<file path="src/rtl/trdb_branch_packer.sv">
// trdb_branch_packer: turns the branch map held by the map stage into a
// branch packet. A packet is produced when the map is full, or when packet
// control requests one and the map is not empty. The map stage is told to
// clear itself (flush_o) in the same cycle the packet fields are captured.
// The packet is held stable until the consumer accepts it. A new trigger can
// be accepted in the cycle of that handshake, so there is no idle gap.
//
// Optional feature: define TRDB_BRANCH_PACKER_STATS_EN to add pkt_count_o.
// This is a saturating 16-bit count of completed packet handshakes.
module trdb_branch_packer #(
    parameter int MAP_LEN = 31
) (
    input  logic               clk_i,
    input  logic               rst_i,
    input  logic [MAP_LEN-1:0] map_i,
    input  logic [4:0]         branches_i,
    input  logic               is_full_i,
    input  logic               is_empty_i,
    input  logic               pkt_req_i,
    output logic               flush_o,
    output logic               pkt_valid_o,
    input  logic               pkt_ready_i,
    output logic [4:0]         pkt_branches_o,
    output logic [MAP_LEN-1:0] pkt_map_o,
    output logic [4:0]         pkt_map_len_o,
    output logic               pkt_addr_o
`ifdef TRDB_BRANCH_PACKER_STATS_EN
    ,
    output logic [15:0]        pkt_count_o
`endif
);

    typedef enum logic {
        IDLE = 1'b0,
        HOLD = 1'b1
    } state_t;

    state_t             state_q;
    state_t             state_d;
    logic               trigger;
    logic               handshake;
    logic               accept;
    logic [MAP_LEN-1:0] map_masked;
    logic [4:0]         map_len;
    logic               full_only;

    // Trigger, acceptance, and next-state decode.
    always_comb begin
        // NOTE: every signal gets a default first, so no path can infer a latch.
        state_d   = state_q;
        trigger   = is_full_i | (pkt_req_i & ~is_empty_i);
        handshake = (state_q == HOLD) & pkt_ready_i;
        accept    = 1'b0;

        case (state_q)
            IDLE: begin
                accept = trigger;
            end
            HOLD: begin
                // A pending trigger waits (the map stage keeps its content)
                // until the held packet is taken. It is then accepted in the
                // handshake cycle.
                accept = trigger & pkt_ready_i;
            end
            default: begin
                accept = 1'b0;
            end
        endcase

        if (accept) begin
            state_d = HOLD;
        end else if (handshake) begin
            state_d = IDLE;
        end
    end

    // The flush is suppressed while reset is held, so the map stage is
    // never cleared by a trigger seen during reset.
    assign flush_o = accept & ~rst_i;

    // Packed-map contents: drop the stale bits above the valid branch count,
    // then pick the smallest legal field width that covers them.
    always_comb begin
        map_masked = '0;
        for (int i = 0; i < MAP_LEN; i++) begin
            map_masked[i] = map_i[i] & (branches_i > i[4:0]);
        end

        if (branches_i <= 5'd1) begin
            map_len = 5'd1;
        end else if (branches_i <= 5'd9) begin
            map_len = 5'd9;
        end else if (branches_i <= 5'd17) begin
            map_len = 5'd17;
        end else if (branches_i <= 5'd25) begin
            map_len = 5'd25;
        end else begin
            map_len = 5'd31;
        end

        // A full map with no request is sent as a count-0, address-less
        // packet. Any request (even with a full map) carries the real count
        // and an address.
        full_only = is_full_i & ~pkt_req_i;
    end

    // State register. The valid output is decoded from this registered state.
    always_ff @(posedge clk_i or posedge rst_i) begin
        if (rst_i) begin
            state_q <= IDLE;
        end else begin
            // NOTE: sequential state uses non-blocking assignment, so every
            // register samples its pre-edge inputs.
            state_q <= state_d;
        end
    end

    assign pkt_valid_o = (state_q == HOLD);

    // Packet field capture on acceptance. The fields hold otherwise.
    always_ff @(posedge clk_i or posedge rst_i) begin
        if (rst_i) begin
            pkt_branches_o <= '0;
            pkt_map_o      <= '0;
            pkt_map_len_o  <= 5'd1;
            pkt_addr_o     <= 1'b0;
        end else if (accept) begin
            pkt_branches_o <= full_only ? 5'd0 : branches_i;
            pkt_map_o      <= map_masked;
            pkt_map_len_o  <= map_len;
            pkt_addr_o     <= ~full_only;
        end
    end

`ifdef TRDB_BRANCH_PACKER_STATS_EN
    // Saturating count of packets handed to the consumer.
    always_ff @(posedge clk_i or posedge rst_i) begin
        if (rst_i) begin
            pkt_count_o <= '0;
        end else if (handshake && (pkt_count_o != 16'hFFFF)) begin
            pkt_count_o <= pkt_count_o + 16'd1;
        end
    end
`endif

endmodule

</file>
<file path="config.mk">
export PLATFORM = sky130hd
export DESIGN_NAME = trdb_branch_packer
export DESIGN_NICKNAME = d
export VERILOG_FILES = /design/src/rtl/trdb_branch_packer.sv
export SDC_FILE = /design/constraint.sdc
export NUM_CORES = 1
export LEC_CHECK = 0
export ABC_AREA = 1
export ABC_CLOCK_PERIOD_IN_PS = 1500
export BUFFER_PORTS_ARGS = -buffer_cell sky130_fd_sc_hd__buf_2
export CORE_MARGIN = 3
export CORE_UTILIZATION = 48
export CTS_BUF_LIST = sky130_fd_sc_hd__clkbuf_8
export CTS_CLUSTER_DIAMETER = 30
export DETAILED_ROUTE_END_ITERATION = 8
export MAX_ROUTING_LAYER = met4
export PLACE_DENSITY = 0.81
export SETUP_SLACK_MARGIN = 0.3
export SYNTH_ARGS = -nofsm -noshare
export SYNTH_HDL_FRONTEND = slang
export SYNTH_SLANG_ARGS = --single-unit
</file>
<file path="constraint.sdc">
create_clock -name clk_i -period 1.5 [get_ports clk_i]
set_input_delay 0.075 -clock clk_i [delete_from_list [all_inputs] [get_ports clk_i]]
set_output_delay 0.075 -clock clk_i [all_outputs]
set_load 0.02 [all_outputs]
</file>
==> qor.txt <==
TritonCTS Buffers: 5
Slew @ Worst Pin: 0.708 ns
fin crit period: 1.23 ns
final setup TNS: 0 ns
max-cap violations: 0
vias in the first global route: 1883
pwr dens: 1090 nW/µm²
R2R Path Start: pkt_valid_o
fin. max-slew vios: 0
first-iteration detailed-routing DRC count: 117
Final Hold Vio Count: 0
LEAKAGE: 1.45 nW
Finished Layout Cells: 378
Seq. cell area: 1030 µm²
relative slew slack: 52.5%
worst hold start: map_i[17]
antenna cells: 0
initial core utilization: 51.0%
TritonCTS clock tree: yes
met1 GRT Util: 31.4%
RSZ-0062 raised after global routing: yes
routed vias: 1915
Crit. End Element: output port
# nets final: 371
Crit Path Category: flip-flop to output port
largest fanout on the critical path: 2
Distinct cells, synth: 17
setup-violating endpoint count in the final report: 0
Fillers: 346
GP Congestion: 0.998
clk sink count: 41
IO Pins: 86
Syn-to-layout area delta: 34.0%
drt wl/cell: 13.8 µm
period utilization: 82.3%
Remaining Overflow, GRT: 0
clk slew on worst S/H paths: 0.08 ns
WL final: 5.22 mm
GRT met2 Usage: 36.0%
hold path cells: 3
dpl cells: 363
Startpoint Class: flip-flop
DR pass1 iterations: 5
WP data required: 1.42 ns
Max VDD drop: 785 µV
Mapped Area: 1910 µm²
Max Fclk: 0.811 GHz
Min-Delay Endpoint: pkt_map_o[17]
Worst Skew: 0.00632 ns
R2R Setup Slk: 0.29 ns
Via density: 5.07
Cells after Synth: 237
drt drc: 0
Worst Path Arrival: 1.16 ns
Setup crit start: pkt_valid_o
GR Layer Usage met3: 4.66%
worst hold path type: primary input to flip-flop
Worst R2R Path Depth: 6
hpwl dp: 3.81 mm
Root Driver: clkbuf_8
layout cells sized above 1: 33.9%
net count after synthesis: 279
Synth Area per Inst: 8.05 µm²
Die Area: 4770 µm²
DIE WIDTH: 69.1 µm
largest net degree at the start of global routing: 24
antenna violations before repair: 0
area of the multi-input gates: 757 µm²
flops & latches, synth: 41
GRT Total Usage: 23.4%
Die Height: 69.1 µm
GR peak layer: met2
Critical R2R Capture: pkt_map_o[4]
Core Rows: 22
run status: finished, final reports clean
Core Region: 3740 µm²
PortBufs: 84
clock latency on the worst-skew pair: 0.29 ns
Post-DRT Antenna Nets: 0
first-pass GRT wire length: 8.83 mm
H-tree depth: 2
Seq/Total Area, Yosys: 53.8%
Synthesis Warnings: 0
clk buf depth: 2
critical path, stage by stage, from the launching register on:
cell	delay (ns)
dfrtp_1	0.40
nand2_2	0.10
nand2_4	0.06
buf_12	0.13
nor2_4	0.07
buf_6	0.11
power breakdown:
| group | leakage, nW | internal, mW | switching [mW] | total, mW |
|---|---|---|---|---|
| clock | 0.0491 | 0.316 | 0.363 | 0.679 |
| sequential | 0.529 | 1.24 | 0.0724 | 1.31 |
| combinational | 0.877 | 0.292 | 0.496 | 0.788 |
| total | 1.45 | 1.85 | 0.931 | 2.78 |
kinds of logic (layout without fill, tap and decap cells):
kind of cell	Yosys count	after routing	synth area share, %
flip-flops	41	41	53.8
AND/OR/NAND/NOR	136	136	28.9
buffers and inverters	24	117	7.67
other	1	1	0.197
AO/OA/AOI/OAI	35	35	9.51
flip-flops by register name (all words and copies together), names as in the netlist:
register / flops
pkt_branches_o: 5
pkt_map_len_o: 3
pkt_map_o: 31
pkt_valid_o: 1
pkt_addr_o: 1
cells in the final DEF, fill, tap and decap left out, types with 4 or more instances in the layout:
master    synthesis  routed
nand3_1          21      21
nand2_1          94      92
dfrtp_1          41      41
o21ai_0          22      17
inv_1            11      11
o21ai_1           9      13
nand2_2           3       4
nor2_1           17      16
buf_4             2       4
buf_6             6       4
clkbuf_8          0       5
buf_2             3      83
area by class of cell:
cell class,instances,share of cell area [%]
clock inverter,3,0.538
tap,48,2.35
sequential,41,40.1
clock buffer,5,2.69
multi-input combinational,172,29.6
inverter,13,1.91
timing repair buffer,96,22.8
layer usage:
| layer | vias to the layer above | wire length, µm |
|---|---|---|
| li1 | 935 | - |
| met1 | 882 | 2320 |
| met2 | 90 | 2420 |
| met3 | 8 | 422 |
| met4 | 0 | 54 |
| met5 | - | 0 |
per-stage QoR:
step	util, %	setup slack (ns)	power, mW	hold slack (ns)	cell area, µm²
floorplan	-	0.330	1.78	0.182	1920
global placement	62.8	0.389	2.03	0.155	2350
detailed placement	62.8	0.366	2.04	0.165	2350
CTS	67.8	0.286	2.77	0.00594	2540
global route	68.3	0.233	2.92	0.0252	2560
finish	68.3	0.266	2.78	0.00761	2560
how the worst max path moves through the flow:
stage | endpoint | slack, ns | cells past startpoint
floorplan | pkt_branches_o[0] | 0.33 | 6
global placement | flush_o | 0.39 | 5
detailed placement | flush_o | 0.37 | 5
CTS | flush_o | 0.29 | 5
global route | flush_o | 0.23 | 5
finish | flush_o | 0.27 | 5
what timing repair did:
action                                  4_1_cts  5_1_grt
endpoints found under the hold margin        19        0
hold buffers                                  2        0
buffers inserted                              4        0
resized for setup                             6       10
cloned                                        1        0
pin swaps                                     2        0
endpoints found under the setup margin        1       26
cell usage after synthesis:
library cell | instances | share of area (%)
a21oi_1 | 2 | 0.52
a21oi_2 | 1 | 0.46
buf_2 | 3 | 0.79
buf_4 | 2 | 0.79
buf_6 | 6 | 3.5
conb_1 | 1 | 0.20
dfrtp_1 | 41 | 54
inv_1 | 11 | 2.2
inv_2 | 2 | 0.39
nand2_1 | 94 | 18
nand2_2 | 3 | 0.98
nand3_1 | 21 | 5.5
nor2_1 | 17 | 3.3
nor3_2 | 1 | 0.52
o211ai_1 | 1 | 0.39
o21ai_0 | 22 | 5.8
o21ai_1 | 9 | 2.4
Power figures use the tool's default switching activity.
